==> src/rtl/mem_port_bridge_if.sv <==
// Bundle of core request/response and SRAM macro port signals for mem_port_bridge.
// The bridge uses the slave modport; the core/LSU side and the SRAM side use the master modport.
interface mem_port_bridge_if #(
  parameter int ADDR_WIDTH = 9,
  parameter int DATA_WIDTH = 32,
  parameter int NUM_WMASKS = 4
);
  logic                  req_valid_i;
  logic                  req_ready_o;
  logic                  req_we_i;
  logic [31:0]           req_addr_i;
  logic [1:0]            req_size_i;
  logic                  req_unsigned_i;
  logic [31:0]           req_wdata_i;

  logic                  rsp_valid_o;
  logic                  rsp_ready_i;
  logic [31:0]           rsp_rdata_o;
  logic                  rsp_err_o;

  logic                  mem_csb_o;
  logic                  mem_web_o;
  logic [NUM_WMASKS-1:0] mem_wmask_o;
  logic [ADDR_WIDTH-1:0] mem_addr_o;
  logic [DATA_WIDTH-1:0] mem_din_o;
  logic [DATA_WIDTH-1:0] mem_dout_i;

  modport slave (
    input  req_valid_i, req_we_i, req_addr_i, req_size_i, req_unsigned_i, req_wdata_i,
    input  rsp_ready_i, mem_dout_i,
    output req_ready_o, rsp_valid_o, rsp_rdata_o, rsp_err_o,
    output mem_csb_o, mem_web_o, mem_wmask_o, mem_addr_o, mem_din_o
  );

  modport master (
    output req_valid_i, req_we_i, req_addr_i, req_size_i, req_unsigned_i, req_wdata_i,
    output rsp_ready_i, mem_dout_i,
    input  req_ready_o, rsp_valid_o, rsp_rdata_o, rsp_err_o,
    input  mem_csb_o, mem_web_o, mem_wmask_o, mem_addr_o, mem_din_o
  );
endinterface

==> src/rtl/mem_port_bridge.sv <==
// Load/store request adapter onto one port of the RW SRAM macro (byte lanes, wmask, load alignment).
// Optional macro MEM_BRIDGE_MISALIGN_ERR_EN: misaligned requests return rsp_err_o instead of being aligned.
module mem_port_bridge #(
  parameter int ADDR_WIDTH = 9,
  parameter int DATA_WIDTH = 32,
  parameter int NUM_WMASKS = 4
) (
  input  logic             clk_i,
  input  logic             reset_i,
  mem_port_bridge_if.slave bus
);

  localparam logic [1:0] SIZE_BYTE = 2'b00;
  localparam logic [1:0] SIZE_HALF = 2'b01;

  typedef enum logic [1:0] {
    IDLE    = 2'b00,
    RD_WAIT = 2'b01,
    RESP    = 2'b10
  } state_e;

  state_e                state_q;
  state_e                state_d;
  logic [1:0]            off_q;
  logic [1:0]            size_q;
  logic                  unsigned_q;
  logic                  rsp_valid_q;
  logic                  rsp_err_q;
  logic [DATA_WIDTH-1:0] rsp_rdata_q;

  logic [1:0]            off;
  logic                  rsp_done;
  logic                  accept;
  logic                  skip_mem;
  logic                  issue;
  logic                  unused_addr_bits;

  logic                  csb;
  logic                  web;
  logic [NUM_WMASKS-1:0] wmask;
  logic [ADDR_WIDTH-1:0] addr;
  logic [DATA_WIDTH-1:0] din;

  assign off              = bus.req_addr_i[1:0];
  assign unused_addr_bits = ^bus.req_addr_i[31:ADDR_WIDTH+2];

  // Ready looks through to rsp_ready_i so a response can retire and a new
  // request be accepted on the same edge.
  assign rsp_done        = (state_q == RESP) && bus.rsp_ready_i;
  assign bus.req_ready_o = reset_i && ((state_q == IDLE) || rsp_done);
  assign accept          = bus.req_valid_i && bus.req_ready_o;

`ifdef MEM_BRIDGE_MISALIGN_ERR_EN
  assign skip_mem = ((bus.req_size_i == SIZE_HALF) && off[0]) ||
                    (bus.req_size_i[1] && (off != 2'b00));
`else
  assign skip_mem = 1'b0;
`endif

  assign issue = accept && !skip_mem;

  // SRAM port drive: idle values unless a request is being issued this cycle.
  always_comb begin
    // NOTE: every output gets a default first so no path leaves it unassigned
    // and no latch is inferred.
    csb   = 1'b1;
    web   = 1'b1;
    wmask = '0;
    addr  = '0;
    din   = '0;
    if (issue) begin
      csb  = 1'b0;
      web  = !bus.req_we_i;
      addr = bus.req_addr_i[ADDR_WIDTH+1:2];
      if (bus.req_we_i) begin
        unique case (bus.req_size_i)
          SIZE_BYTE: begin
            din   = {4{bus.req_wdata_i[7:0]}};
            wmask = 4'b0001 << off;
          end
          SIZE_HALF: begin
            din   = {2{bus.req_wdata_i[15:0]}};
            wmask = 4'b0011 << {off[1], 1'b0};
          end
          default: begin
            din   = bus.req_wdata_i;
            wmask = 4'b1111;
          end
        endcase
      end
    end
  end

  assign bus.mem_csb_o   = csb;
  assign bus.mem_web_o   = web;
  assign bus.mem_wmask_o = wmask;
  assign bus.mem_addr_o  = addr;
  assign bus.mem_din_o   = din;

  always_comb begin
    state_d = state_q;
    unique case (state_q)
      IDLE, RESP: begin
        if (accept) begin
          state_d = (bus.req_we_i || skip_mem) ? RESP : RD_WAIT;
        end else if (rsp_done) begin
          state_d = IDLE;
        end
      end
      RD_WAIT: state_d = RESP;
      default: state_d = IDLE;
    endcase
  end

  // NOTE: sequential state uses non-blocking assignments so every register
  // samples pre-edge values regardless of block evaluation order.
  always_ff @(posedge clk_i or negedge reset_i) begin
    if (!reset_i) begin
      state_q <= IDLE;
    end else begin
      state_q <= state_d;
    end
  end

  // Shift the addressed lane down, truncate to size, then extend.
  function automatic logic [31:0] align_load(input logic [31:0] word,
                                             input logic [1:0]  offset,
                                             input logic [1:0]  size,
                                             input logic        zext);
    logic [4:0]  shamt;
    logic [31:0] shifted;
    logic [31:0] result;
    unique case (size)
      SIZE_BYTE: shamt = {offset, 3'b000};
      SIZE_HALF: shamt = {offset[1], 4'b0000};
      default:   shamt = 5'd0;
    endcase
    shifted = word >> shamt;
    unique case (size)
      SIZE_BYTE: result = zext ? {24'd0, shifted[7:0]}
                               : {{24{shifted[7]}}, shifted[7:0]};
      SIZE_HALF: result = zext ? {16'd0, shifted[15:0]}
                               : {{16{shifted[15]}}, shifted[15:0]};
      default:   result = shifted;
    endcase
    return result;
  endfunction

  always_ff @(posedge clk_i or negedge reset_i) begin
    if (!reset_i) begin
      off_q       <= 2'b00;
      size_q      <= 2'b00;
      unsigned_q  <= 1'b0;
      rsp_valid_q <= 1'b0;
      rsp_err_q   <= 1'b0;
      rsp_rdata_q <= '0;
    end else begin
      rsp_valid_q <= (state_d == RESP);
      if (accept) begin
        rsp_err_q <= skip_mem;
        if (!bus.req_we_i && !skip_mem) begin
          off_q      <= off;
          size_q     <= bus.req_size_i;
          unsigned_q <= bus.req_unsigned_i;
        end else begin
          rsp_rdata_q <= '0;
        end
      end else if (state_q == RD_WAIT) begin
        rsp_rdata_q <= align_load(bus.mem_dout_i, off_q, size_q, unsigned_q);
      end else if (rsp_done) begin
        rsp_err_q <= 1'b0;
      end
    end
  end

  assign bus.rsp_valid_o = rsp_valid_q;
  assign bus.rsp_rdata_o = rsp_rdata_q;
  assign bus.rsp_err_o   = rsp_err_q;

endmodule

==> src/flat_wrapper.sv <==
// flat-port wrapper written by rule: the top's interface ports become plain ports
module mem_port_bridge_flat 
#(
  parameter int ADDR_WIDTH = 9,
  parameter int DATA_WIDTH = 32,
  parameter int NUM_WMASKS = 4
)
  (clk_i, reset_i, bus_req_valid_i, bus_req_we_i, bus_req_addr_i, bus_req_size_i, bus_req_unsigned_i, bus_req_wdata_i, bus_rsp_ready_i, bus_mem_dout_i, bus_req_ready_o, bus_rsp_valid_o, bus_rsp_rdata_o, bus_rsp_err_o, bus_mem_csb_o, bus_mem_web_o, bus_mem_wmask_o, bus_mem_addr_o, bus_mem_din_o);
  mem_port_bridge_if #(.ADDR_WIDTH(ADDR_WIDTH), .DATA_WIDTH(DATA_WIDTH), .NUM_WMASKS(NUM_WMASKS)) bus_i ();
  input  logic clk_i;
  input  logic reset_i;
  input wire logic [$bits(bus_i.req_valid_i)-1:0] bus_req_valid_i;
  input wire logic [$bits(bus_i.req_we_i)-1:0] bus_req_we_i;
  input wire logic [$bits(bus_i.req_addr_i)-1:0] bus_req_addr_i;
  input wire logic [$bits(bus_i.req_size_i)-1:0] bus_req_size_i;
  input wire logic [$bits(bus_i.req_unsigned_i)-1:0] bus_req_unsigned_i;
  input wire logic [$bits(bus_i.req_wdata_i)-1:0] bus_req_wdata_i;
  input wire logic [$bits(bus_i.rsp_ready_i)-1:0] bus_rsp_ready_i;
  input wire logic [$bits(bus_i.mem_dout_i)-1:0] bus_mem_dout_i;
  output wire logic [$bits(bus_i.req_ready_o)-1:0] bus_req_ready_o;
  output wire logic [$bits(bus_i.rsp_valid_o)-1:0] bus_rsp_valid_o;
  output wire logic [$bits(bus_i.rsp_rdata_o)-1:0] bus_rsp_rdata_o;
  output wire logic [$bits(bus_i.rsp_err_o)-1:0] bus_rsp_err_o;
  output wire logic [$bits(bus_i.mem_csb_o)-1:0] bus_mem_csb_o;
  output wire logic [$bits(bus_i.mem_web_o)-1:0] bus_mem_web_o;
  output wire logic [$bits(bus_i.mem_wmask_o)-1:0] bus_mem_wmask_o;
  output wire logic [$bits(bus_i.mem_addr_o)-1:0] bus_mem_addr_o;
  output wire logic [$bits(bus_i.mem_din_o)-1:0] bus_mem_din_o;
  assign bus_i.req_valid_i = bus_req_valid_i;
  assign bus_i.req_we_i = bus_req_we_i;
  assign bus_i.req_addr_i = bus_req_addr_i;
  assign bus_i.req_size_i = bus_req_size_i;
  assign bus_i.req_unsigned_i = bus_req_unsigned_i;
  assign bus_i.req_wdata_i = bus_req_wdata_i;
  assign bus_i.rsp_ready_i = bus_rsp_ready_i;
  assign bus_i.mem_dout_i = bus_mem_dout_i;
  assign bus_req_ready_o = bus_i.req_ready_o;
  assign bus_rsp_valid_o = bus_i.rsp_valid_o;
  assign bus_rsp_rdata_o = bus_i.rsp_rdata_o;
  assign bus_rsp_err_o = bus_i.rsp_err_o;
  assign bus_mem_csb_o = bus_i.mem_csb_o;
  assign bus_mem_web_o = bus_i.mem_web_o;
  assign bus_mem_wmask_o = bus_i.mem_wmask_o;
  assign bus_mem_addr_o = bus_i.mem_addr_o;
  assign bus_mem_din_o = bus_i.mem_din_o;
  mem_port_bridge #(.ADDR_WIDTH(ADDR_WIDTH), .DATA_WIDTH(DATA_WIDTH), .NUM_WMASKS(NUM_WMASKS)) u_core (.clk_i(clk_i), .reset_i(reset_i), .bus(bus_i));
endmodule
==> config.mk <==
export PLATFORM = sky130hd
export DESIGN_NAME = mem_port_bridge_flat
export DESIGN_NICKNAME = d
export VERILOG_FILES = /design/src/rtl/mem_port_bridge_if.sv /design/src/rtl/mem_port_bridge.sv /design/src/flat_wrapper.sv
export SDC_FILE = /design/constraint.sdc
export NUM_CORES = 1
export LEC_CHECK = 0
export ABC_AREA = 1
export BUFFER_PORTS_ARGS = -buffer_cell sky130_fd_sc_hd__clkbuf_2
export CORE_UTILIZATION = 46
export DETAILED_ROUTE_END_ITERATION = 6
export GPL_TIMING_DRIVEN = 0
export PLACE_DENSITY = 0.87
export SYNTH_ARGS = -nofsm -noshare
export SYNTH_HDL_FRONTEND = slang
export SYNTH_SLANG_ARGS = --single-unit
==> constraint.sdc <==
create_clock -name clk_i -period 5.42 [get_ports clk_i]
set_input_delay 1.626 -clock clk_i [delete_from_list [all_inputs] [get_ports clk_i]]
set_output_delay 1.626 -clock clk_i [all_outputs]
set_load 0.03 [all_outputs]
==> summary by stage <==
Outcome
The run finished, with violations left. The checks that failed: DRC.

Setup path
The number of cells on the worst reg-to-reg path is 9. The required time of the critical path is between 3000 and 4000 ps. In this run the critical register-to-register path is launched from u_core.size_q[1]. The worst register-to-register path ends at u_core.bus.rsp_rdata_o[0]. The class of the most critical setup path is in -> out. In this run the register-to-register setup slack is approximately 3700 ps. The startpoint type of the worst setup path is an input pin.

Data arrives at the worst endpoint at approximately 3500 ps. The worst setup path is captured at an output pin. The maximum fanout along the worst path is between 40 and 50.

Worst hold path
In this run the most critical hold path is launched from u_core.bus.rsp_rdata_o[12]. For hold timing, the worst endpoint is u_core.bus.rsp_rdata_o[12]. The cell depth of the worst min-delay path is 2. In this run the worst hold path is classified as reg -> reg.

Detailed routing
The detailed-route wire length per cell is approximately 14 microns. The count of nets left with antenna violations once routing finished came out at 0. The pre-antenna-repair detailed-routing pass consisted of 7 iterations.

The routed via count divided by cell count is roughly 5.2. The residual DRC count is 4. The vias after detailed routing is roughly 3600. Wires add up to approximately 9700 microns.

The DRC violation total after the first TritonRoute iteration is approximately 300.

Timing
The final critical path time including I/O delays and setup is 5120 ps. The number of hold violations in the final report is 0. The count of pins over their slew limit is 0. Of the available clock period, the critical path in the final layout requires between 90% and 100%. Across the routed clock network, the largest skew measured is slightly below 5 ps. The max-slew headroom at the worst pin is about 64%.

The minimum hold slack is a little under 500 ps. Timing would allow up to a little under 200 MHz. Setup repair after global routing left no endpoint under its margin. Setup violations remaining at the end of the flow were counted as 0. The transition time at the pin with the least slew margin is roughly 550 ps.

Synth
The number of enable-type register cells in the synthesized netlist is 0. After synthesis, flip-flops and latches occupy 35.3% of the total area. The post-synthesis cell area is 2830 sq um. The synthesized instance count is approximately 440. The post-synth net total is between 500 and 600.

The fraction of registers with async set or reset after synthesis is 100%. The total number of yosys warnings is 0. By area the synthesized netlist is led by sky130_fd_sc_hd__dfrtp_1 (35%), sky130_fd_sc_hd__nand2_1 (23%), sky130_fd_sc_hd__nor2_1 (5.7%).

After synthesis, the netlist uses 27 different library cells. The dominant cell by count in the synthesized netlist is sky130_fd_sc_hd__nand2_1. The count of state elements after synthesis is 40. The largest total area in the synthesized netlist belongs to sky130_fd_sc_hd__dfrtp_1. In the synthesized netlist, the cells that appear most often are sky130_fd_sc_hd__nand2_1 (177), sky130_fd_sc_hd__nor2_1 (43), sky130_fd_sc_hd__dfrtp_1 (40). In this run the biggest area consumer among cell types represents around a third of the synthesized area. The flip-flop cell with the highest count after synthesis is sky130_fd_sc_hd__dfrtp_1.

The average footprint of a synthesized cell is roughly 6.5 sq um.

GRT
The number of antenna violations at the first check in global routing was 0. The number of global-route vias before repair is between 3000 and 4000. Global routing finished with a remaining overflow of 0. The wire length of the first global-routing pass is approximately 15000 microns. The aggregate global-route resource usage is between 30% and 40%. The pin count of the biggest net entering global routing is 42.

Place
The post-detailed-placement half-perimeter wirelength is between 7000 and 8000 microns. The global placement routability congestion is approximately 0.93. The cell area after placement is 3740 sq um. The number of buffers inserted by port buffering is approximately 160.

Flow run
Across the run, the number of max-cap violations was 0.

Clocking
The level count of the clock H-tree is 2. The clock-pin transition on the worst setup and hold timing paths is around 80 ps. The source-to-sink clock delay at the later pin of the worst-skew pair is about 300 ps. The post-CTS setup buffer count is 0. The cell sitting at the root of the clock tree is a sky130_fd_sc_hd__clkbuf_8. TritonCTS built the clock tree. The number of clock buffers inserted by TritonCTS is 5. The longest clock path from root to sink contains 2 buffers. CTS saw 40 sinks.

Floorplanning
The starting utilization of the core area is a little under half. Pin placement for this block handled roughly 190 I/O pins. The overall die area is about 6500 sq um. The die outline width is approximately 80 microns. The floorplan die height is 80.5 microns. Row generation in the floorplan step produced 28 rows.

In this run the standard cell core region covers slightly below 6000 sq um.

Pwr
Internal power comes to 0.678 mW. The net switching power figure is just under 0.6 mW. For this design the static power due to leakage is around 2.4 nW. Of the total power, the share spent switching nets is a little under half. The relative contribution of sequential cells to total power is 33.4%. The cell area power density is ~330 nW/um^2.

Per report_power, the clock group accounts for between 15 and 20% of the total. The proportion of power drawn by combinational gates is between 50% and 60%. Across the VDD grid, the largest voltage drop is around 0.00024 V.

Finish
The final layout contains approximately 710 nets. The post-synthesis to final-layout area growth is 35.2%. The layout cell share with drive strength beyond 1 is about a third. The finished cells cover around 3800 sq um. The antenna diode instance count is 0.
==> sequential cells by signal, indices dropped and copies added, names as in the netlist <==
| register | flops |
|---|---|
| u_core.unsigned_q | 1 |
| u_core.bus.rsp_valid_o | 1 |
| u_core.bus.rsp_rdata_o | 32 |
| u_core.off_q | 2 |
| u_core.size_q | 2 |
| u_core.state_q | 2 |
==> logic make-up (layout without fill, tap and decap cells) <==
group / count (synthesis) / in the layout / share of synthesized area (%)
buf+inv: 63 / 233 / 11.0
compound gates: 77 / 77 / 15.0
flops: 40 / 40 / 35.3
other cells: 1 / 1 / 0.132
simple gates: 258 / 258 / 38.5
==> worst max path at each step <==
stage                 start                 to
global placement    reset_i  bus_mem_din_o[12]
floorplan           reset_i  bus_mem_din_o[20]
CTS                 reset_i  bus_mem_din_o[12]
finish              reset_i  bus_mem_din_o[30]
detailed placement  reset_i  bus_mem_din_o[12]
global route        reset_i  bus_mem_din_o[30]
==> per-stage QoR <==
| step | TNS [ps] | util (%) | setup WS [ps] | total power [mW] | instances |
|---|---|---|---|---|---|
| 2_1_floorplan | 0 | - | 626 | 0.866 | 439 |
| 3_3_place_gp | -27.2 | 63.1 | -27.2 | 1.05 | 676 |
| 3_5_place_dp | -82.1 | 63.1 | -25.9 | 1.06 | 676 |
| 4_1_cts | 0 | 64.7 | 292 | 1.27 | 684 |
| 5_1_grt | 0 | 64.7 | 105 | 1.34 | 684 |
| 6_report | 0 | 64.7 | 302 | 1.27 | 684 |
==> placed cells by master (no fill, tap or decap), types with 3 or more instances in the layout <==
master | synthesis | final
sky130_fd_sc_hd__clkbuf_8 | 0 | 6
sky130_fd_sc_hd__inv_1 | 34 | 34
sky130_fd_sc_hd__clkbuf_2 | 0 | 161
sky130_fd_sc_hd__nand2_1 | 177 | 177
sky130_fd_sc_hd__dfrtp_1 | 40 | 40
sky130_fd_sc_hd__buf_2 | 3 | 3
sky130_fd_sc_hd__inv_2 | 4 | 4
sky130_fd_sc_hd__nor2_2 | 4 | 4
sky130_fd_sc_hd__clkbuf_1 | 8 | 10
sky130_fd_sc_hd__nor2_1 | 43 | 43
sky130_fd_sc_hd__a31oi_1 | 5 | 5
sky130_fd_sc_hd__buf_6 | 6 | 6
sky130_fd_sc_hd__buf_4 | 3 | 3
sky130_fd_sc_hd__o22ai_1 | 8 | 8
sky130_fd_sc_hd__o21ai_0 | 30 | 30
sky130_fd_sc_hd__nand3_1 | 24 | 24
sky130_fd_sc_hd__o21ai_2 | 6 | 6
sky130_fd_sc_hd__a21oi_1 | 28 | 28
==> routing by layer <==
layer	vias to the layer above	part of all wire, %	global-route usage (%)
met2	198	51	56.9
met1	1614	35	28.9
met4	0	5.6	20.9
met3	43	8.1	7.16
met5	-	0	0
li1	1729	-	-
==> layout make-up <==
class / instances / area, sq um
Tap cell: 75 / 93.8
Inverter: 41 / 170
Fill cell: 562 / 2090
Clock buffer: 8 / 90.1
Multi-Input combinational cell: 336 / 1520
Buffer: 22 / 143
Sequential cell: 40 / 1000
Timing Repair Buffer: 162 / 813
==> what timing repair did <==
| item | 4_1_cts | 5_1_grt |
|---|---|---|
| hold buffers | 0 | 0 |
| endpoints found under the setup margin | 6 | 0 |
| resized for setup | 1 | 0 |
==> worst max-delay path, cell delays in order <==
cell                       delay, ps
sky130_fd_sc_hd__clkbuf_4        470
sky130_fd_sc_hd__nand2_1         130
sky130_fd_sc_hd__nor2_2          160
sky130_fd_sc_hd__nand2_2         180
sky130_fd_sc_hd__nor2_4          140
sky130_fd_sc_hd__buf_4           170
sky130_fd_sc_hd__o21ai_0         130
sky130_fd_sc_hd__nor2_1          210
sky130_fd_sc_hd__clkbuf_2        250
==> power groups by stage <==
stage | registers, mW | clock network, mW | logic (mW)
final | 0.423 | 0.206 | 0.638
after global routing | 0.432 | 0.220 | 0.692
after CTS | 0.424 | 0.207 | 0.635
after detailed placement | 0.430 | 0 | 0.632
after global placement | 0.427 | 0 | 0.623
after floorplan | 0.564 | 0 | 0.302
No activity file was read; power rests on OpenSTA's default activity.
